## src/rtl/not_gate_sync_if.sv

```systemverilog
// Purpose: bundle of the inverter data path and activity-counter signals
//          shared between not_gate_sync and whatever drives/observes it.
// Signals:
//   din      [WIDTH]  data into the inverter
//   cnt_clr           synchronous clear of both activity counters
//   dout     [WIDTH]  bitwise complement of din (comb or registered)
//   rise_cnt [CNT_W]  saturating count of cycles with any din bit rising
//   fall_cnt [CNT_W]  saturating count of cycles with any din bit falling
// Modports:
//   master - drives din/cnt_clr, observes dout and counters
//   slave  - the inverter block itself
interface not_gate_sync_if #(
  parameter int unsigned WIDTH = 1,
  parameter int unsigned CNT_W = 16
);

  logic [WIDTH-1:0] din;
  logic             cnt_clr;
  logic [WIDTH-1:0] dout;
  logic [CNT_W-1:0] rise_cnt;
  logic [CNT_W-1:0] fall_cnt;

  modport master (
    output din,
    output cnt_clr,
    input  dout,
    input  rise_cnt,
    input  fall_cnt
  );

  modport slave (
    input  din,
    input  cnt_clr,
    output dout,
    output rise_cnt,
    output fall_cnt
  );

endinterface : not_gate_sync_if

```

## src/rtl/not_gate_sync.sv

```systemverilog
// Purpose: parameterizable bitwise inverter with an optional output register
//          and two saturating counters recording input edge activity.
// Ports:
//   clk  - rising-edge clock for all state
//   rst  - synchronous, active-high reset
//   bus  - not_gate_sync_if.slave: din, cnt_clr in; dout, rise_cnt, fall_cnt out
// Parameters:
//   WIDTH      - data width (>= 1)
//   OUTPUT_REG - 0: dout is combinational, 1: dout registered on clk
//   CNT_W      - width of each activity counter (>= 2)
module not_gate_sync #(
  parameter int unsigned WIDTH      = 1,
  parameter int unsigned OUTPUT_REG = 0,
  parameter int unsigned CNT_W      = 16
) (
  input  logic            clk,
  input  logic            rst,
  not_gate_sync_if.slave  bus
);

  localparam logic [CNT_W-1:0] CNT_MAX = {CNT_W{1'b1}};
  localparam logic [CNT_W-1:0] CNT_ONE = CNT_W'(1);

  // Previous-cycle sample of din, used for edge detection.
  logic [WIDTH-1:0] din_q;
  logic [WIDTH-1:0] din_d;

  logic             rise_c;
  logic             fall_c;

  logic [CNT_W-1:0] rise_cnt_q;
  logic [CNT_W-1:0] rise_cnt_d;
  logic [CNT_W-1:0] fall_cnt_q;
  logic [CNT_W-1:0] fall_cnt_d;

  // Edge detection: any bit rising / any bit falling this cycle.
  always_comb begin
    din_d  = bus.din;
    rise_c = |(bus.din & ~din_q);
    fall_c = |(~bus.din & din_q);
  end

  // Counter next-state: clear beats increment, and increments stop at max.
  always_comb begin
    rise_cnt_d = rise_cnt_q;
    fall_cnt_d = fall_cnt_q;
    if (bus.cnt_clr) begin
      rise_cnt_d = '0;
      fall_cnt_d = '0;
    end else begin
      if (rise_c && (rise_cnt_q != CNT_MAX)) begin
        rise_cnt_d = rise_cnt_q + CNT_ONE;
      end
      if (fall_c && (fall_cnt_q != CNT_MAX)) begin
        fall_cnt_d = fall_cnt_q + CNT_ONE;
      end
    end
  end

  // Edge-tracking and counter state; din_q keeps sampling during a clear.
  always_ff @(posedge clk) begin
    if (rst) begin
      din_q      <= '0;
      rise_cnt_q <= '0;
      fall_cnt_q <= '0;
    end else begin
      din_q      <= din_d;
      rise_cnt_q <= rise_cnt_d;
      fall_cnt_q <= fall_cnt_d;
    end
  end

  assign bus.rise_cnt = rise_cnt_q;
  assign bus.fall_cnt = fall_cnt_q;

  // Output path: plain ~din propagates X/Z from din as X on dout.
  generate
    if (OUTPUT_REG != 0) begin : g_reg_out
      logic [WIDTH-1:0] dout_q;
      logic [WIDTH-1:0] dout_d;

      always_comb begin
        dout_d = ~bus.din;
      end

      // Reset value is the complement of the reset-state input (all zeros).
      always_ff @(posedge clk) begin
        if (rst) begin
          dout_q <= '1;
        end else begin
          dout_q <= dout_d;
        end
      end

      assign bus.dout = dout_q;
    end else begin : g_comb_out
      assign bus.dout = ~bus.din;
    end
  endgenerate

endmodule : not_gate_sync

```

## src/flat_wrapper.sv

```systemverilog
// flat-port wrapper written by rule: the top's interface ports become plain ports
module not_gate_sync_flat 
#(
  parameter int unsigned WIDTH      = 1,
  parameter int unsigned OUTPUT_REG = 0,
  parameter int unsigned CNT_W      = 16
)
  (clk, rst, bus_din, bus_cnt_clr, bus_dout, bus_rise_cnt, bus_fall_cnt);
  not_gate_sync_if #(.WIDTH(WIDTH), .CNT_W(CNT_W)) bus_i ();
  input  logic clk;
  input  logic rst;
  input wire logic [$bits(bus_i.din)-1:0] bus_din;
  input wire logic [$bits(bus_i.cnt_clr)-1:0] bus_cnt_clr;
  output wire logic [$bits(bus_i.dout)-1:0] bus_dout;
  output wire logic [$bits(bus_i.rise_cnt)-1:0] bus_rise_cnt;
  output wire logic [$bits(bus_i.fall_cnt)-1:0] bus_fall_cnt;
  assign bus_i.din = bus_din;
  assign bus_i.cnt_clr = bus_cnt_clr;
  assign bus_dout = bus_i.dout;
  assign bus_rise_cnt = bus_i.rise_cnt;
  assign bus_fall_cnt = bus_i.fall_cnt;
  not_gate_sync #(.WIDTH(WIDTH), .OUTPUT_REG(OUTPUT_REG), .CNT_W(CNT_W)) u_core (.clk(clk), .rst(rst), .bus(bus_i));
endmodule
```

## config.mk

```make
export PLATFORM = sky130hd
export DESIGN_NAME = not_gate_sync_flat
export DESIGN_NICKNAME = d
export VERILOG_FILES = /design/src/rtl/not_gate_sync_if.sv /design/src/rtl/not_gate_sync.sv /design/src/flat_wrapper.sv
export SDC_FILE = /design/constraint.sdc
export NUM_CORES = 1
export LEC_CHECK = 0
export CAP_MARGIN = 20
export CORE_MARGIN = 2
export CORE_UTILIZATION = 50
export DETAILED_ROUTE_END_ITERATION = 12
export PLACE_DENSITY = 0.76
export SLEW_MARGIN = 20
export SYNTH_ARGS = -nofsm -noshare
export SYNTH_HDL_FRONTEND = slang
export SYNTH_SLANG_ARGS = --single-unit
```

## constraint.sdc

```tcl
create_clock -name clk -period 3.5 [get_ports clk]
set_input_delay 0.525 -clock clk [delete_from_list [all_inputs] [get_ports clk]]
set_output_delay 0.525 -clock clk [all_outputs]
set_load 0.01 [all_outputs]
```

==> results of run 1 <==
==> worst max-delay path by stage <==
stage	startpoint	endpoint	slack [ps]	depth (start not counted)
6_report	bus_din	bus_dout	1280	3
5_1_grt	bus_din	bus_dout	1220	3
2_1_floorplan	bus_din	u_core.bus.fall_cnt[15]$_SDFFE_PP0P_	1900	4
3_5_place_dp	bus_din	u_core.bus.fall_cnt[15]$_SDFFE_PP0P_	1260	5
3_3_place_gp	bus_din	bus_dout	1300	3
4_1_cts	bus_din	bus_dout	1290	3
==> power by group through the flow <==
stage / Combinational [uW] / Sequential, uW / Clock (uW)
after floorplan: 12.5 / 387 / 0
after global placement: 22.9 / 387 / 0
after detailed placement: 23.2 / 387 / 0
after CTS: 23.3 / 379 / 309
after global routing: 25.1 / 379 / 327
final: 23.3 / 379 / 303
==> flip-flops by register name (all words and copies together), names as in the netlist <==
name and count:
u_core.bus.fall_cnt 16, u_core.din_q 1, u_core.bus.rise_cnt 16
==> worst max-delay path, stage by stage <==
cell and delay (ps):
clkdlybuf4s50_1 500, inv_1 130, clkdlybuf4s50_1 540
==> per-stage QoR <==
step	total power [uW]	std cells	setup WS (ps)	hold slack (ps)
after CTS	711	284	1290	521
after detailed placement	410	276	1260	508
after floorplan	400	198	1900	508
final	705	284	1280	523
after global placement	410	276	1300	478
after global routing	732	284	1220	533
==> routing by layer <==
| metal | vias up | wire, um | GRT usage [%] |
|---|---|---|---|
| li1 | 859 | - | - |
| met1 | 825 | 2000 | 30.1 |
| met2 | 55 | 1950 | 37.0 |
| met3 | 7 | 186 | 5.59 |
| met4 | 0 | 61 | 7.50 |
| met5 | - | 0 | 0 |
==> cell families after synthesis <==
group | count (synthesis)
AO/OA/AOI/OAI | 59
multiplexers | 1
buffers and inverters | 9
XOR/XNOR | 2
flip-flops | 33
adder cells (fa/ha/maj) | 2
AND/OR/NAND/NOR | 92
==> layout by cell type, fill, tap and decap left out, types with 3 or more instances in the layout <==
cell and instances:
clkbuf_4 5, dfxtp_1 33, or4_1 8, a21oi_1 21, nand3_1 11, nor2_1 7
inv_1 5, nor4_1 3, o31ai_1 9, clkdlybuf4s50_1 36, o21ai_0 15, nor3_1 3
nand4_1 7, or3_1 11, and3_1 3, o211ai_1 3, and4_1 5, nand2_1 15
==> area by class of cell <==
type	count	area [um^2]	share of cell area (%)
timing repair buffer	36	360	16.3
sequential	33	661	29.9
tap	46	57.6	2.60
clock inverter	1	30.0	1.36
inverter	5	18.8	0.849
multi-input combinational	156	1030	46.5
clock buffer	7	55.1	2.49
==> run_results.csv, run 1 <==
group,metric,value,unit
outcome,status,"finished clean",
timing,period_share,63.3,%
yosys,synthFlopType,"dfxtp_1",
clock_tree,cts_made_buffers,5,
yosys,synth_top_family_by_area,"simple AND/OR/NAND/NOR gates",
final_layout,drive_above_1_share,9.66,%
power_and_ir_drop,pwr-share-comb,3.3,%
yosys,yosysUniqueCellTypes,47,
placed_design,dpl_cell_area,0.00212,mm^2
detailed_routing,vias,1746,
global_route,overflow,0,
worst_setup_path,r2r-end,"u_core.bus.fall_cnt[3]$_SDFFE_PP0P_",
power_and_ir_drop,p_sw,148,uW
power_and_ir_drop,power_density,319,mW/mm^2
detailed_routing,vias_per_cell,6.15,
final_layout,final_util,66.7,%
die,dieWidth,62.7,um
yosys,synthTopCellsByArea,"dfxtp_1 38%, a21oi_1 6.1%, o21ai_0 4.4%",
timing,hold_violations,0,
detailed_routing,dr.pass1.iters,5,
placed_design,port_buffers,36,
yosys,synthArstFlopShare,0,%
worst_setup_path,cp-end-kind,"output port",
yosys,synth_edf_count,0,
worst_setup_path,rr_startpoint,"u_core.bus.fall_cnt[9]$_SDFFE_PP0P_",
power_and_ir_drop,p_int,557,uW
yosys,avgSynthCellArea,8.70,um^2
power_and_ir_drop,p_seq_share,53.7,%
clock_tree,post_cts_buffers,0,
worst_setup_path,cp.arrival,1690,ps
clock_tree,clock_latency,340,ps
yosys,syn_nets,204,
min_path,min_from,"u_core.bus.fall_cnt[11]$_SDFFE_PP0P_",
yosys,synth_compound_area_share,21.5,%
yosys,synth_commonest_cells,"33 x dfxtp_1, 21 x a21oi_1, 15 x nand2_1, 15 x o21ai_0",
timing,report.final.slew_viol_count,0,
yosys,yosysWarningCount,0,
yosys,synthAdderAreaFrac,1.45,%
min_path,hold_class,"register to register",
yosys,synthCells,198,
clock_tree,hold_buffers,0,
final_layout,nets,243,
final_layout,final_area,0.00221,mm^2
min_path,worstHoldEndpoint,"u_core.bus.fall_cnt[11]$_SDFFE_PP0P_",
final_layout,num_antenna_cells,0,
timing,skew,4.32,ps
worst_setup_path,required,2970,ps
global_route,grt_usage,22.9,%
yosys,seq_area_frac_synth,38.3,%
power_and_ir_drop,switching_share,21.0,%
flow_run,maxCapViolations,0,
clock_tree,cts_sinks,33,
final_layout,fillerInstances,290,
global_route,grt_max_degree,29,
worst_setup_path,rr_worst_depth,4,
placed_design,gp_congestion,0.826,
die,die_y,62.7,um
die,rows,21,
worst_setup_path,path_class,"input pin to output port",
global_route,grt_pass1_wl,7290,um
die,die-area,0.00393,mm^2
detailed_routing,drtAntennaViolNets,0,
yosys,synth_top_cell_area_share,38.3,%
timing,setup-violations-final,0,
global_route,antenna_found_initial,0,
clock_tree,htree_levels,2,
worst_setup_path,path_max_fanout,7,
detailed_routing,wl_per_cell,14.8,um
placed_design,hpwl,2970,um
clock_tree,cts_resized,0,
detailed_routing,drc,0,
power_and_ir_drop,p_leak,0.000637,uW
yosys,netlist_area,0.00172,mm^2
final_layout,area_growth,28.2,%
worst_setup_path,start_kind,"input pin",
clock_tree,cts_tree,"done",
yosys,synth_seq_cells,33,
yosys,yosys.cell_count.top_type,"dfxtp_1",
die,initial_core_util,52.0,%
yosys,muxShareOfSynthArea,0.581,%
detailed_routing,drt-initial-drc-count,101,
power_and_ir_drop,p_clk_share,43.0,%
global_route,first_global_vias,1543,
min_path,hold-path-cell-count,2,
yosys,synth_top_area_cell,"dfxtp_1",
yosys,synthXorXnorAreaFrac,1.02,%
timing,rsz0062_at_grt,"false",
detailed_routing,wl,4190,um
timing,tightest_slew,611,ps
yosys,synthSimpleGateAreaFrac,35.1,%
timing,tns,0,ps
clock_tree,clkTransAtPathRegs,100,ps
timing,fin_crit,2220,ps
timing,clock.fmax,451,MHz
die,core_area,0.00331,mm^2
clock_tree,root_buffer,"clkbuf_4",
power_and_ir_drop,ir_drop,0.172,mV
timing,max-slew-margin-rel,58.9,%
worst_setup_path,reg2reg_slack,1710,ps
clock_tree,clock_path_buffers,2,
die,design.portCount,37,
(Power assumes the default switching activity.)
==> inputs of run 2 (changes only) <==
--- a/config.mk
+++ b/config.mk
@@ -7,9 +7,9 @@
 export LEC_CHECK = 0
 export CAP_MARGIN = 20
 export CORE_MARGIN = 2
-export CORE_UTILIZATION = 50
+export CORE_UTILIZATION = 45
 export DETAILED_ROUTE_END_ITERATION = 12
-export PLACE_DENSITY = 0.76
+export PLACE_DENSITY = 0.72
 export SLEW_MARGIN = 20
 export SYNTH_ARGS = -nofsm -noshare
 export SYNTH_HDL_FRONTEND = slang
==> constraint.sdc (replaced) <==
create_clock -name clk -period 2 [get_ports clk]
set_input_delay 0.3 -clock clk [delete_from_list [all_inputs] [get_ports clk]]
set_output_delay 0.3 -clock clk [all_outputs]
set_load 0.01 [all_outputs]
==> run 2 against run 1 <==
  * Clock skew up 1.6 ps
  * Power is 72% higher
  * Cell area is 1.5% higher
  * Highest routed layer unchanged
  * First-iteration DRC count up 22%
  * Largest cell class unchanged
  * Via count decreased by 1.2%
  * Critical endpoint unchanged
==> run_results.csv, run 2 (synthesized netlist as in run 1, its figures left out) <==
group,metric,value,unit
final_layout,fillerInstances,351,
worst_setup_path,start_kind,"input pin",
detailed_routing,vias_per_cell,5.97,
power_and_ir_drop,p_leak,0.000655,uW
clock_tree,cts_tree,"done",
worst_setup_path,crit_chain,"clkdlybuf4s50_1 > buf_4 > inv_1 > clkdlybuf4s50_1",
clock_tree,cts_resized,0,
detailed_routing,dr.pass1.iters,4,
clock_tree,htree_levels,2,
min_path,hold_class,"register to register",
die,die_y,65.9,um
worst_setup_path,path_class,"input pin to output port",
die,design.portCount,37,
power_and_ir_drop,power_density,541,mW/mm^2
global_route,first_global_vias,1533,
final_layout,seq_area,661,um^2
timing,setup-violations-final,0,
clock_tree,clock_latency,280,ps
worst_setup_path,path_common_cell,"clkdlybuf4s50_1",
outcome,status,"finished clean",
power_and_ir_drop,ir_drop,0.408,mV
clock_tree,clock_path_buffers,2,
die,core_area,0.00366,mm^2
timing,fin_crit,1880,ps
timing,clock.fmax,533,MHz
timing,report.final.slew_viol_count,0,
global_route,antenna_found_initial,0,
final_layout,num_antenna_cells,0,
clock_tree,cts_made_buffers,5,
final_layout,multi_input_area,0.00103,mm^2
final_layout,nets,247,
global_route,overflow,0,
timing,max-slew-margin-rel,61.7,%
detailed_routing,wl_per_cell,14.2,um
timing,skew,5.88,ps
worst_setup_path,cp-end-kind,"output port",
final_layout,mostFrequentLayoutCells,"36 x clkdlybuf4s50_1, 33 x dfxtp_1, 21 x a21oi_1",
detailed_routing,drc,0,
die,initial_core_util,47.1,%
timing,period_share,93.9,%
die,dieWidth,65.9,um
worst_setup_path,path_max_fanout,4,
timing,tns,0,ps
flow_run,maxCapViolations,0,
global_route,grt_pass1_wl,7140,um
final_layout,final_common_cell,"clkdlybuf4s50_1",
worst_setup_path,required,1700,ps
worst_setup_path,cpMaxStageDelayCell,"clkdlybuf4s50_1",
detailed_routing,vias,1725,
placed_design,port_buffers,36,
clock_tree,hold_buffers,0,
global_route,grt_usage,21.0,%
detailed_routing,drt-initial-drc-count,123,
detailed_routing,wl,4120,um
placed_design,gp_congestion,0.775,
detailed_routing,drtAntennaViolNets,0,
die,die-area,0.00434,mm^2
placed_design,hpwl,2890,um
global_route,grt_max_degree,29,
timing,tightest_slew,569,ps
clock_tree,root_buffer,"clkbuf_8",
power_and_ir_drop,finalPower,1210,uW
final_layout,drive_above_1_share,10.8,%
clock_tree,cts_sinks,33,
final_layout,area_growth,30.2,%
worst_setup_path,slowest_delay,550,ps
clock_tree,post_cts_buffers,0,
die,rows,22,
clock_tree,clkTransAtPathRegs,70,ps
worst_setup_path,cp.arrival,1580,ps
timing,rsz0062_at_grt,"false",
timing,hold_violations,0,
run 2: per-stage QoR:
stage / hold slack, ps / area, um^2 / utilization (%) / cells / setup WS (ps)
final: 513 / 2240 / 61.3 / 289 / 122
after global routing: 546 / 2240 / 61.3 / 289 / 79.9
after detailed placement: 503 / 2160 / 58.9 / 282 / 41.7
after floorplan: 372 / 1720 / - / 198 / 495
after global placement: 500 / 2160 / 58.9 / 282 / 62.4
after CTS: 512 / 2240 / 61.3 / 289 / 120
run 2: worst max-delay path: cells and delay by family:
family                 cells  cell delay, ps
buffers and inverters      4            1280
run 2: worst paths after layout:
path                                                          start                             endpoint  slack (ps)  depth (start not counted)
worst max-delay path                                        bus_din                             bus_dout         120                          4
worst max register to register  u_core.bus.fall_cnt[9]$_SDFFE_PP0P_  u_core.bus.fall_cnt[9]$_SDFFE_PP0P_         280                          4
worst min-delay path            u_core.bus.rise_cnt[1]$_SDFFE_PP0P_  u_core.bus.rise_cnt[1]$_SDFFE_PP0P_         510                          2
worst min register to register  u_core.bus.rise_cnt[1]$_SDFFE_PP0P_  u_core.bus.rise_cnt[1]$_SDFFE_PP0P_         510                          2
run 2: final cells by class:
type                            count  area share, %
Tap cell                           48           2.68
Sequential cell                    33           29.4
Clock buffer                        7           3.85
Inverter                            5          0.837
Multi-Input combinational cell    156           45.8
Timing Repair Buffer               40           17.4
run 2: routing by layer:
layer / up-vias / global-route usage, % / wire length, um
met5: - / 0 / 0
met4: 0 / 7.81 / 53
met3: 4 / 4.09 / 170
met2: 39 / 31.1 / 1760
met1: 813 / 30.0 / 2130
li1: 869 / - / -
run 2: power by group:
part | switching [uW] | internal (uW)
clock network | 234 | 273
logic | 24.0 | 19.6
registers | 3.39 | 660
==> inputs of run 3 (changes only) <==
--- a/config.mk
+++ b/config.mk
@@ -9,7 +9,7 @@
 export CORE_MARGIN = 2
 export CORE_UTILIZATION = 45
 export DETAILED_ROUTE_END_ITERATION = 12
-export PLACE_DENSITY = 0.72
+export PLACE_DENSITY_LB_ADDON = 0.1
 export SLEW_MARGIN = 20
 export SYNTH_ARGS = -nofsm -noshare
 export SYNTH_HDL_FRONTEND = slang
==> run 3 against run 2 <==
  * Worst hold slack about the same
  * Sequential share of layout area rose by 0.30 points
  * Fmax increased by 6.7%
  * Clock skew decreased by 4.0 ps
  * Critical path type unchanged
  * Largest power group unchanged
  * Highest routed layer unchanged
==> run_results.csv, run 3 (synthesized netlist as in run 1, its figures left out) <==
group,metric,value,unit
worst_setup_path,critPathTopFamily,"buffers and inverters",
detailed_routing,vias,1745,
detailed_routing,dr.pass1.iters,4,
timing,setup-violations-final,0,
worst_setup_path,crit_chain,"clkdlybuf4s50_1 > inv_1 > clkdlybuf4s50_1",
detailed_routing,wl_per_cell,15.0,um
die,core_area,0.00366,mm^2
worst_setup_path,path_buf_inv,3,
placed_design,pre_cts_ws,19.7,ps
min_path,hold_class,"register to register",
die,die-area,0.00434,mm^2
detailed_routing,drt-initial-drc-count,89,
worst_setup_path,start_kind,"input pin",
placed_design,port_buffers,36,
die,rows,22,
timing,tns,0,ps
outcome,status,"finished clean",
final_layout,mostFrequentLayoutCells,"36 x clkdlybuf4s50_1, 33 x dfxtp_1, 21 x a21oi_1",
worst_setup_path,path_common_cell,"clkdlybuf4s50_1",
placed_design,place_inst,279,
worst_setup_path,cp.arrival,1460,ps
final_layout,instances_no_fill,286,
timing,tightest_slew,575,ps
clock_tree,cts_tree,"done",
clock_tree,hold_buffers,0,
timing,report.final.slew_viol_count,0,
die,die_y,65.9,um
timing,setup_ws,241,ps
clock_tree,cts_resized,0,
clock_tree,clkTransAtPathRegs,70,ps
final_layout,fillerInstances,334,
detailed_routing,vias_per_cell,6.10,
power_and_ir_drop,ir_drop,0.365,mV
clock_tree,clock_latency,290,ps
placed_design,gp_congestion,0.888,
clock_tree,clock_path_buffers,2,
timing,period_share,88.0,%
die,design.portCount,37,
clock_tree,post_cts_buffers,0,
clock_tree,cts_made_buffers,5,
global_route,overflow,0,
final_layout,nets,244,
clock_tree,cts_sinks,33,
global_route,grt_pass1_wl,7290,um
worst_setup_path,path_max_fanout,5,
power_and_ir_drop,power_density,549,mW/mm^2
power_and_ir_drop,p_leak,0.000641,uW
timing,skew,1.91,ps
die,initial_core_util,47.1,%
final_layout,multi_input_area,0.00103,mm^2
placed_design,hpwl,3090,um
die,dieWidth,65.9,um
timing,max-slew-margin-rel,61.7,%
detailed_routing,drc,0,
final_layout,drive_above_1_share,9.66,%
detailed_routing,wl,4290,um
timing,hold_violations,0,
timing,rsz0062_at_grt,"false",
global_route,antenna_found_initial,0,
global_route,first_global_vias,1538,
final_layout,num_antenna_cells,0,
worst_setup_path,path_class,"input pin to output port",
worst_setup_path,required,1700,ps
flow_run,maxCapViolations,0,
worst_setup_path,cp-end-kind,"output port",
final_layout,final_common_cell,"clkdlybuf4s50_1",
clock_tree,root_buffer,"clkbuf_8",
final_layout,seq_area,661,um^2
worst_setup_path,slowest_delay,550,ps
final_layout,area_growth,28.9,%
timing,fin_crit,1760,ps
global_route,grt_max_degree,29,
detailed_routing,drtAntennaViolNets,0,
timing,clock.fmax,568,MHz
clock_tree,htree_levels,2,
worst_setup_path,cpMaxStageDelayCell,"clkdlybuf4s50_1",
global_route,grt_usage,21.9,%
run 3: changes by cell type in the layout (fill, tap and decap cells not counted):
cell,previous run,this run
buf_4,4,1
run 3: worst min-delay path: cells and delay by family, from the launching register on:
kind            cells  cell delay (ps)
compound gates      2              130
flops               1              340
run 3: power breakdown:
group | leakage, uW | internal, uW | switching (uW)
Combinational | 0.000330 | 18.3 | 24.3
Sequential | 0.000266 | 660 | 3.24
Clock | 0.0000443 | 273 | 241
run 3: layer usage:
metal | wire, um | up-vias | GRT usage, %
li1 | - | 860 | -
met1 | 2060 | 831 | 30.4
met2 | 1940 | 48 | 32.4
met3 | 227 | 6 | 6.30
met4 | 55 | 0 | 7.03
met5 | 0 | - | 0
run 3: worst paths after layout:
path | start | to | slack, ps | cells after the start
setup / recovery | bus_din | bus_dout | 240 | 3
hold / removal | u_core.bus.fall_cnt[11]$_SDFFE_PP0P_ | u_core.bus.fall_cnt[11]$_SDFFE_PP0P_ | 510 | 2
setup reg to reg | u_core.bus.fall_cnt[9]$_SDFFE_PP0P_ | u_core.bus.fall_cnt[9]$_SDFFE_PP0P_ | 280 | 4
hold reg to reg | u_core.bus.fall_cnt[11]$_SDFFE_PP0P_ | u_core.bus.fall_cnt[11]$_SDFFE_PP0P_ | 510 | 2
run 3: area by class of cell:
cell class              count  share of cell area [%]
multi-input cells         156                    46.3
flip-flops and latches     33                    29.7
repair buffers             37                    16.6
well taps                  48                    2.70
inverters                   5                   0.845
clock buffers               7                    3.89
run 3: through the flow:
stage               cell area, um^2  hold WS, ps  utilization, %  total power (uW)
finish                         2220          513            60.7              1220
floorplan                      1720          372               -               700
global route                   2220          540            60.7              1260
global placement               2130          484            58.3               719
CTS                            2220          513            60.7              1230
detailed placement             2130          502            58.3               720
